`src/rtl/gravity_fall_ctrl.sv`:
```
// Active-piece controller: applies gravity and player moves to the falling piece.
// Every candidate position is validated by the board collision checker before it is taken.
module gravity_fall_ctrl #(
   parameter int unsigned BOARD_W    = 10,
   parameter int unsigned SPAWN_X    = 3,
   parameter int unsigned SPAWN_Y    = 0,
   parameter int unsigned LOCK_TICKS = 2
) (
   input  logic       CLOCK_50,
   input  logic       reset,
   input  logic       start,
   input  logic       tick_gravity,
   input  logic       move_left,
   input  logic       move_right,
   input  logic       rotate,
   output logic       chk_req,
   output logic [3:0] chk_x,
   output logic [4:0] chk_y,
   output logic [1:0] chk_rot,
   input  logic       chk_ack,
   input  logic       chk_hit,
   output logic [3:0] piece_x,
   output logic [4:0] piece_y,
   output logic [1:0] piece_rot,
   output logic       active,
   output logic       lock,
   output logic       game_over
);
   localparam int unsigned XW = 4;
   localparam int unsigned YW = 5;
   localparam int unsigned RW = 2;
   localparam int unsigned CW = 3;
   localparam int unsigned NF = 4;
   localparam int unsigned F_DOWN  = 0;
   localparam int unsigned F_LEFT  = 1;
   localparam int unsigned F_RIGHT = 2;
   localparam int unsigned F_ROT   = 3;

   localparam logic [XW-1:0] SPAWN_XV  = XW'(SPAWN_X);
   localparam logic [YW-1:0] SPAWN_YV  = YW'(SPAWN_Y);
   localparam logic [XW-1:0] X_MAX     = XW'(BOARD_W - 1);
   localparam logic [CW-1:0] LOCK_CNTV = CW'(LOCK_TICKS);

   typedef enum logic [2:0] {S_IDLE, S_SPAWN, S_FALLING, S_CHECK, S_LOCK, S_OVER} state_t;
   typedef enum logic [1:0] {OP_DOWN, OP_LEFT, OP_RIGHT, OP_ROT} op_t;

   state_t        state_q, state_d;
   op_t           op_q, op_d;
   logic [NF-1:0] pend_q, pend_d, pulse_c, clr_c;
   logic [CW-1:0] lock_cnt_q, lock_cnt_d, cnt_inc_c;
   logic [XW-1:0] piece_x_q, piece_x_d, chk_x_q, chk_x_d, cand_x_c;
   logic [YW-1:0] piece_y_q, piece_y_d, chk_y_q, chk_y_d, cand_y_c;
   logic [RW-1:0] piece_rot_q, piece_rot_d, chk_rot_q, chk_rot_d, cand_rot_c;
   logic          chk_req_q, chk_req_d;
   logic          active_q, active_d, lock_q, lock_d, game_over_q, game_over_d;
   logic          issue_c, spawn_c;
   op_t           cand_op_c;

   assign pulse_c   = {rotate, move_right, move_left, tick_gravity};
   assign cnt_inc_c = lock_cnt_q + 1'b1;

   always_ff @(posedge CLOCK_50 or posedge reset) begin
      if (reset) begin
         state_q     <= S_IDLE;
         op_q        <= OP_DOWN;
         pend_q      <= '0;
         lock_cnt_q  <= '0;
         piece_x_q   <= SPAWN_XV;
         piece_y_q   <= SPAWN_YV;
         piece_rot_q <= '0;
         chk_x_q     <= '0;
         chk_y_q     <= '0;
         chk_rot_q   <= '0;
         chk_req_q   <= 1'b0;
         active_q    <= 1'b0;
         lock_q      <= 1'b0;
         game_over_q <= 1'b0;
      end else begin
         state_q     <= state_d;
         op_q        <= op_d;
         pend_q      <= pend_d;
         lock_cnt_q  <= lock_cnt_d;
         piece_x_q   <= piece_x_d;
         piece_y_q   <= piece_y_d;
         piece_rot_q <= piece_rot_d;
         chk_x_q     <= chk_x_d;
         chk_y_q     <= chk_y_d;
         chk_rot_q   <= chk_rot_d;
         chk_req_q   <= chk_req_d;
         active_q    <= active_d;
         lock_q      <= lock_d;
         game_over_q <= game_over_d;
      end
   end

   always_comb begin
      state_d     = state_q;
      op_d        = op_q;
      lock_cnt_d  = lock_cnt_q;
      piece_x_d   = piece_x_q;
      piece_y_d   = piece_y_q;
      piece_rot_d = piece_rot_q;
      chk_x_d     = chk_x_q;
      chk_y_d     = chk_y_q;
      chk_rot_d   = chk_rot_q;
      chk_req_d   = chk_req_q;
      lock_d      = 1'b0;
      clr_c       = '0;
      issue_c     = 1'b0;
      spawn_c     = 1'b0;
      cand_op_c   = OP_DOWN;
      cand_x_c    = piece_x_q;
      cand_y_c    = piece_y_q;
      cand_rot_c  = piece_rot_q;

      case (state_q)
         S_IDLE, S_OVER: spawn_c = start;
         S_SPAWN: begin
            if (chk_ack) begin
               chk_req_d = 1'b0;
               state_d   = chk_hit ? S_OVER : S_FALLING;
            end
         end
         S_FALLING: begin
            // Priority down > left > right > rot; edge-of-board laterals are dropped locally
            if (pend_q[F_DOWN]) begin
               clr_c[F_DOWN] = 1'b1;
               issue_c       = 1'b1;
               cand_op_c     = OP_DOWN;
               cand_y_c      = piece_y_q + 1'b1;
            end else if (pend_q[F_LEFT]) begin
               clr_c[F_LEFT] = 1'b1;
               issue_c       = (piece_x_q != '0);
               cand_op_c     = OP_LEFT;
               cand_x_c      = piece_x_q - 1'b1;
            end else if (pend_q[F_RIGHT]) begin
               clr_c[F_RIGHT] = 1'b1;
               issue_c        = (piece_x_q != X_MAX);
               cand_op_c      = OP_RIGHT;
               cand_x_c       = piece_x_q + 1'b1;
            end else if (pend_q[F_ROT]) begin
               clr_c[F_ROT] = 1'b1;
               issue_c      = 1'b1;
               cand_op_c    = OP_ROT;
               cand_rot_c   = piece_rot_q + 1'b1;
            end
         end
         S_CHECK: begin
            if (chk_ack) begin
               chk_req_d = 1'b0;
               state_d   = S_FALLING;
               if (!chk_hit) begin
                  piece_x_d   = chk_x_q;
                  piece_y_d   = chk_y_q;
                  piece_rot_d = chk_rot_q;
                  if (op_q == OP_DOWN) lock_cnt_d = '0;
               end else if (op_q == OP_DOWN) begin
                  lock_cnt_d = cnt_inc_c;
                  if (cnt_inc_c == LOCK_CNTV) begin
                     state_d = S_LOCK;
                     lock_d  = 1'b1;
                  end
               end
            end
         end
         S_LOCK:  spawn_c = 1'b1;
         default: state_d = S_IDLE;
      endcase

      if (issue_c) begin
         op_d      = cand_op_c;
         chk_x_d   = cand_x_c;
         chk_y_d   = cand_y_c;
         chk_rot_d = cand_rot_c;
         chk_req_d = 1'b1;
         state_d   = S_CHECK;
      end

      // New piece: load spawn position and immediately request its check
      if (spawn_c) begin
         state_d     = S_SPAWN;
         lock_cnt_d  = '0;
         piece_x_d   = SPAWN_XV;
         piece_y_d   = SPAWN_YV;
         piece_rot_d = '0;
         chk_x_d     = SPAWN_XV;
         chk_y_d     = SPAWN_YV;
         chk_rot_d   = '0;
         chk_req_d   = 1'b1;
      end

      if (state_q == S_IDLE || state_q == S_OVER) pend_d = '0;
      else if (state_q == S_LOCK)                 pend_d = pulse_c;
      else                                        pend_d = (pend_q | pulse_c) & ~clr_c;

      active_d    = (state_d == S_FALLING) || (state_d == S_CHECK);
      game_over_d = (state_d == S_OVER);
   end

   assign chk_req   = chk_req_q;
   assign chk_x     = chk_x_q;
   assign chk_y     = chk_y_q;
   assign chk_rot   = chk_rot_q;
   assign piece_x   = piece_x_q;
   assign piece_y   = piece_y_q;
   assign piece_rot = piece_rot_q;
   assign active    = active_q;
   assign lock      = lock_q;
   assign game_over = game_over_q;
endmodule
```
`config.mk`:
```
export PLATFORM = sky130hd
export DESIGN_NAME = gravity_fall_ctrl
export DESIGN_NICKNAME = d
export VERILOG_FILES = /design/src/rtl/gravity_fall_ctrl.sv
export SDC_FILE = /design/constraint.sdc
export NUM_CORES = 1
export LEC_CHECK = 0
export BUFFER_PORTS_ARGS = -buffer_cell sky130_fd_sc_hd__buf_2
export CAP_MARGIN = 20
export CORE_MARGIN = 1.5
export CORE_UTILIZATION = 42
export DETAILED_ROUTE_END_ITERATION = 12
export PLACE_DENSITY = 0.59
export SETUP_SLACK_MARGIN = 0.02
export SYNTH_ARGS = -nofsm -noshare
export SYNTH_HDL_FRONTEND = slang
export SYNTH_SLANG_ARGS = --single-unit
```
`constraint.sdc`:
```
create_clock -name CLOCK_50 -period 2.7 [get_ports CLOCK_50]
set_clock_uncertainty 0.2 [all_clocks]
set_input_delay 0.405 -clock CLOCK_50 [delete_from_list [all_inputs] [get_ports CLOCK_50]]
set_output_delay 0.405 -clock CLOCK_50 [all_outputs]
set_load 0.005 [all_outputs]
```
==> flow_metrics.env, run 1 <==
export IMPL_status="complete, no violations"
export IMPL_drt_drc_violations_left=0
export IMPL_die_w_microns=74.1
export IMPL_synth_area_leaders="dfrtp_1 42%, mux2i_1 5.2%, o21ai_0 5.0%"
export IMPL_rows=25
export IMPL_irDropWorstVdd_mv=0.423
export IMPL_period_share_pct=88.4
export IMPL_p_per_area_nw_per_um2=999
export IMPL_regArea_sq_um=953
export IMPL_ys_types=49
export IMPL_cts_inserted_buffers=5
export IMPL_finalNetCount=271
export IMPL_async_flop_share_pct=100
export IMPL_synthFlopType="dfrtp_1"
export IMPL_grt_total_usage_pct=19.9
export IMPL_synth_area_per_cell_sq_um=9.68
export IMPL_dieArea_sq_um=5480
export IMPL_n_antenna_cell=0
export IMPL_finalCriticalPeriod_ps=2390
export IMPL_synthesis_nets=235
export IMPL_grt_ovfl_total=0
export IMPL_drv_slew=0
export IMPL_synthCells=219
export IMPL_synthTopCellsByCount="36 x dfrtp_1, 21 x o21ai_0, 18 x a21oi_1"
export IMPL_drt_iter0_markers=153
export IMPL_fin_setup_tns_ps=0
export IMPL_coreArea_sq_um=4790
export IMPL_cts_hold_buf=0
export IMPL_num_vias=1794
export IMPL_syn_to_final_growth_pct=16.3
export IMPL_cts_root_buf="clkbuf_8"
export IMPL_antenna_found_initial=0
export IMPL_min_path_type="input pin to asynchronous set/reset pin"
export IMPL_path_class="flop to flop"
export IMPL_rsz0062_at_grt="no"
export IMPL_cts_tree="built"
export IMPL_endpoint_kind="flop"
export IMPL_clk_pin_slew_ps=70
export IMPL_setup_viol=0
export IMPL_clkLatencyLatePin_ps=290
export IMPL_finalHoldViolCount=0
export IMPL_grt_max_degree=39
export IMPL_drive_above_1_share_pct=23.4
export IMPL_cts_num_sinks=38
export IMPL_port_buffers=34
export IMPL_gp_congestion=0.745
export IMPL_yosysMostFrequentCell="dfrtp_1"
export IMPL_wl_mm=5.01
export IMPL_synth_edff_count=0
export IMPL_ctsLongestPathBuffers=2
export IMPL_synth_top_area_cell="dfrtp_1"
export IMPL_die_height_microns=74.1
export IMPL_maxSlewHeadroom_pct=65.9
export IMPL_cts_resized=0
export IMPL_wl_per_cell_microns=15.5
export IMPL_critPathLaunchType="flop"
export IMPL_hold_slack_ps=17.4
export IMPL_seq_area_frac_synth_pct=45.0
export IMPL_max_cap_viol_count=0
export IMPL_p_leak_nw=1.14
export IMPL_arrival_ps=2360
export IMPL_fill_cells=467
export IMPL_fmax_mhz=419
export IMPL_cts_setup_buffers=0
export IMPL_synth_cell_area_sq_um=2120
export IMPL_multi_input_area_sq_um=1070
export IMPL_post_drt_via_cell_ratio=5.55
export IMPL_worst_pin_slew_ps=505
export IMPL_start_util_pct=44.3
export IMPL_ant_nets=0
export IMPL_yosys_area_top_type_share_pct=42.5
export IMPL_cp_required_ps=2680
export IMPL_ys_seq_elements=38
export IMPL_firstDrtPassIters=4
export IMPL_ios=35
export IMPL_grt_pass1_vias=1691
export IMPL_worstPathMaxFanout=11
export IMPL_htree_levels=2
export IMPL_dpl_hpwl_mm=3.50
export IMPL_grt_pass1_wl_mm=8.33
export IMPL_yosysWarnings=0
## sequential cells by signal, indices dropped and copies added, names as in the netlist, 2 cells and up
signal      cells
lock_cnt_q      3
chk_x           4
chk_y           5
op_q            2
chk_rot         2
piece_x         4
piece_y         5
pend_q          4
piece_rot       2
state_q         3
## per-stage QoR
| step | total power [mW] | instance area, sq um | worst slack [ps] | instances | utilization (%) |
|---|---|---|---|---|---|
| floorplan | 1.73 | 2120 | 512 | 219 | - |
| global placement | 2.05 | 2370 | 366 | 315 | 49.6 |
| detailed placement | 2.07 | 2370 | 326 | 315 | 49.6 |
| CTS | 2.49 | 2470 | 316 | 323 | 51.5 |
| global route | 2.66 | 2470 | 205 | 323 | 51.5 |
| finish | 2.46 | 2470 | 314 | 323 | 51.5 |
## power breakdown
part           switching (mW)  total, mW  internal (mW)
Combinational           0.589       1.10          0.510
Clock                   0.196      0.402          0.206
Sequential              0.214      0.963          0.749
## per-layer routing
layer	up-vias	global-route usage (%)	part of all wire, %
met3	5	3.66	4.6
met4	0	6.17	1.0
met1	884	27.1	45
li1	861	-	-
met2	44	32.3	49
met5	-	0	0
## final timing paths
check,from,to,slack [ps],cells past startpoint
worst max-delay path,piece_x[0]$_DFFE_PP1P_,chk_x[0]$_DFFE_PP0P_,310,6
worst min-delay path,reset,lock_cnt_q[1]$_DFFE_PP0P_,20,3
worst max register to register,piece_x[0]$_DFFE_PP1P_,chk_x[0]$_DFFE_PP0P_,310,6
worst min register to register,chk_x[1]$_DFFE_PP0P_,piece_x[1]$_DFFE_PP1P_,310,1
max in group asynchronous,reset,piece_x[0]$_DFFE_PP1P_,1920,3
min in group CLOCK_50,move_right,pend_q[2]$_DFF_PP0_,180,3
## cells in the final DEF, fill, tap and decap left out, types with 2 or more instances in the layout
cell / Yosys / final
dfrtp_1: 36 / 36
buf_2: 3 / 34
o21ai_0: 21 / 21
a21oi_1: 18 / 18
nand2_1: 17 / 17
nor2_1: 16 / 16
mux2i_1: 11 / 11
inv_1: 8 / 8
buf_4: 0 / 8
ha_1: 7 / 7
nand3b_1: 6 / 6
nand2b_1: 6 / 6
clkbuf_8: 0 / 6
xor2_1: 5 / 5
nand3_1: 4 / 4
xnor2_1: 3 / 3
o22ai_1: 3 / 3
nand4_1: 3 / 3
nor3_1: 3 / 3
o221a_2: 3 / 3
nor4b_1: 2 / 2
o211a_1: 2 / 2
o21bai_1: 2 / 2
or4b_1: 2 / 2
mux2_2: 2 / 2
a211o_1: 2 / 2
dfstp_2: 2 / 2
## logic make-up after synthesis
kind of cell / after synthesis / synth area share (%)
DFF: 38 / 45.0
muxes: 13 / 6.25
buffers and inverters: 22 / 4.42
AOI/OAI and AO/OA: 63 / 19.1
adders and majority gates: 8 / 4.60
and+or+nand+nor: 67 / 17.4
xor gates and xnor gates: 8 / 3.30
## critical path: stages (launching register included)
cell	delay (ps)
dfstp_2	570
inv_1	100
ha_1	190
or3b_1	150
a22o_1	180
o211a_1	480
mux2_2	390
## final cells by class
type	instances	area share (%)
inverter	9	1.37
timing repair buffer	42	9.34
multi-input combinational	159	43.5
clock buffer	7	3.50
tap	67	3.40
clock inverter	1	0.203
sequential	38	38.7
Power figures use the tool's default switching activity.
==> run 2, diff against run 1 <==
--- a/config.mk
+++ b/config.mk
@@ -10,6 +10,8 @@
 export CORE_MARGIN = 1.5
 export CORE_UTILIZATION = 42
 export DETAILED_ROUTE_END_ITERATION = 12
+export GPL_TIMING_DRIVEN = 0
+export MAX_ROUTING_LAYER = met4
 export PLACE_DENSITY = 0.59
 export SETUP_SLACK_MARGIN = 0.02
 export SYNTH_ARGS = -nofsm -noshare
==> constraint.sdc (replaced) <==
create_clock -name CLOCK_50 -period 2.7 [get_ports CLOCK_50]
set_clock_uncertainty 0.2 [all_clocks]
set_input_delay 0.405 -clock CLOCK_50 [delete_from_list [all_inputs] [get_ports CLOCK_50]]
set_output_delay 0.405 -clock CLOCK_50 [all_outputs]
set_load 0.02 [all_outputs]
==> run 2 against run 1 <==
Maximum frequency decreased by 0.45%. Core utilization decreased by 0.31 points. Sequential power decreased by 3.4%. Via count decreased by 1.8%. Clock-buffer cell count unchanged. Largest power group unchanged. Highest routed layer unchanged.
==> flow_metrics.env, run 2 (synthesized netlist as in run 1, its figures left out) <==
export IMPL_drv_slew=0
export IMPL_critPathLaunchType="flop"
export IMPL_endpoint_kind="flop"
export IMPL_syn_to_final_growth_pct=15.6
export IMPL_min_path_type="input pin to asynchronous set/reset pin"
export IMPL_max_cap_viol_count=0
export IMPL_drt_iter0_markers=131
export IMPL_rows=25
export IMPL_grt_max_degree=39
export IMPL_cts_root_buf="clkbuf_8"
export IMPL_ios=35
export IMPL_grt_total_usage_pct=21.0
export IMPL_post_drt_via_cell_ratio=5.39
export IMPL_cts_setup_buffers=0
export IMPL_gp_congestion=0.778
export IMPL_drt_drc_violations_left=0
export IMPL_grt_ovfl_total=0
export IMPL_fill_cells=476
export IMPL_grt_pass1_wl_mm=8.48
export IMPL_fin_setup_tns_ps=0
export IMPL_firstDrtPassIters=4
export IMPL_final_common_cell="buf_2"
export IMPL_path_class="flop to flop"
export IMPL_clkLatencyLatePin_ps=280
export IMPL_clk_pin_slew_ps=80
export IMPL_reg2reg_setup_slack_ps=300
export IMPL_die_w_microns=74.1
export IMPL_cp_required_ps=2670
export IMPL_wl_per_cell_microns=16.0
export IMPL_cts_tree="built"
export IMPL_ctsLongestPathBuffers=2
export IMPL_start_util_pct=44.3
export IMPL_period_share_pct=88.8
export IMPL_dpl_hpwl_mm=3.61
export IMPL_cts_inserted_buffers=5
export IMPL_drive_above_1_share_pct=21.2
export IMPL_finalCriticalPeriod_ps=2400
export IMPL_die_height_microns=74.1
export IMPL_p_leak_nw=1.11
export IMPL_finalNetCount=276
export IMPL_antenna_found_initial=0
export IMPL_cts_resized=0
export IMPL_fmax_mhz=417
export IMPL_maxSlewHeadroom_pct=46.6
export IMPL_arrival_ps=2370
export IMPL_status="complete, no violations"
export IMPL_wl_mm=5.22
export IMPL_finalHoldViolCount=0
export IMPL_cts_num_sinks=38
export IMPL_dieArea_sq_um=5480
export IMPL_total_power_mw=2.55
export IMPL_ant_nets=0
export IMPL_htree_levels=2
export IMPL_num_vias=1762
export IMPL_worst_pin_slew_ps=800
export IMPL_irDropWorstVdd_mv=0.482
export IMPL_coreArea_sq_um=4790
export IMPL_n_antenna_cell=0
export IMPL_port_buffers=34
export IMPL_rsz0062_at_grt="no"
export IMPL_grt_pass1_vias=1719
export IMPL_p_per_area_nw_per_um2=1040
export IMPL_cts_hold_buf=0
export IMPL_final_cell_mix="37 x buf_2, 36 x dfrtp_1, 21 x o21ai_0"
export IMPL_setup_viol=0
export IMPL_worstPathMaxFanout=6
==> run 2: through the flow <==
step	instances	hold WS, ps	setup slack (ps)	util (%)	instance area, sq um
2_1_floorplan	219	316	472	-	2120
3_3_place_gp	320	304	324	49.6	2370
3_5_place_dp	320	314	324	49.6	2370
4_1_cts	327	100	314	51.2	2450
5_1_grt	327	150	205	51.2	2450
6_report	327	73.7	303	51.2	2450
==> run 2: final timing paths <==
kind	startpoint	to	cells past startpoint
worst min register to register	chk_x[0]$_DFFE_PP0P_	piece_x[0]$_DFFE_PP1P_	1
max in group asynchronous	reset	piece_x[2]$_DFFE_PP0P_	2
min in group CLOCK_50	move_right	pend_q[2]$_DFF_PP0_	3
worst max register to register	piece_x[0]$_DFFE_PP1P_	chk_x[1]$_DFFE_PP0P_	6
worst max-delay path	piece_x[0]$_DFFE_PP1P_	chk_x[1]$_DFFE_PP0P_	6
worst min-delay path	reset	lock$_DFF_PP0_	2
==> run 2: power by group <==
part           internal [mW]  switching, mW
sequential             0.750          0.180
combinational          0.504          0.748
clock                  0.178          0.192
==> run 2: worst max-delay path: stages, from the launching register on <==
cell	delay [ps]
dfstp_2	400
inv_1	130
ha_1	150
or3b_1	350
a22o_1	280
o211ai_2	400
mux2_2	380
==> run 2: routing by layer <==
layer	up-vias	wire (microns)	track usage, %
li1	875	-	-
met3	6	159	3.93
met2	27	2370	30.6
met5	-	0	-
met1	854	2640	30.5
met4	0	46	4.32
==> run 2: final cells by class <==
| cell class | count | area [sq um] | share of cell area (%) |
|---|---|---|---|
| tap | 67 | 83.8 | 3.42 |
| buffer | 13 | 60.1 | 2.45 |
| sequential | 38 | 953 | 38.9 |
| timing repair buffer | 34 | 170 | 6.94 |
| clock buffer | 7 | 76.3 | 3.11 |
| multi-input combinational | 159 | 1070 | 43.8 |
| inverter | 9 | 33.8 | 1.38 |
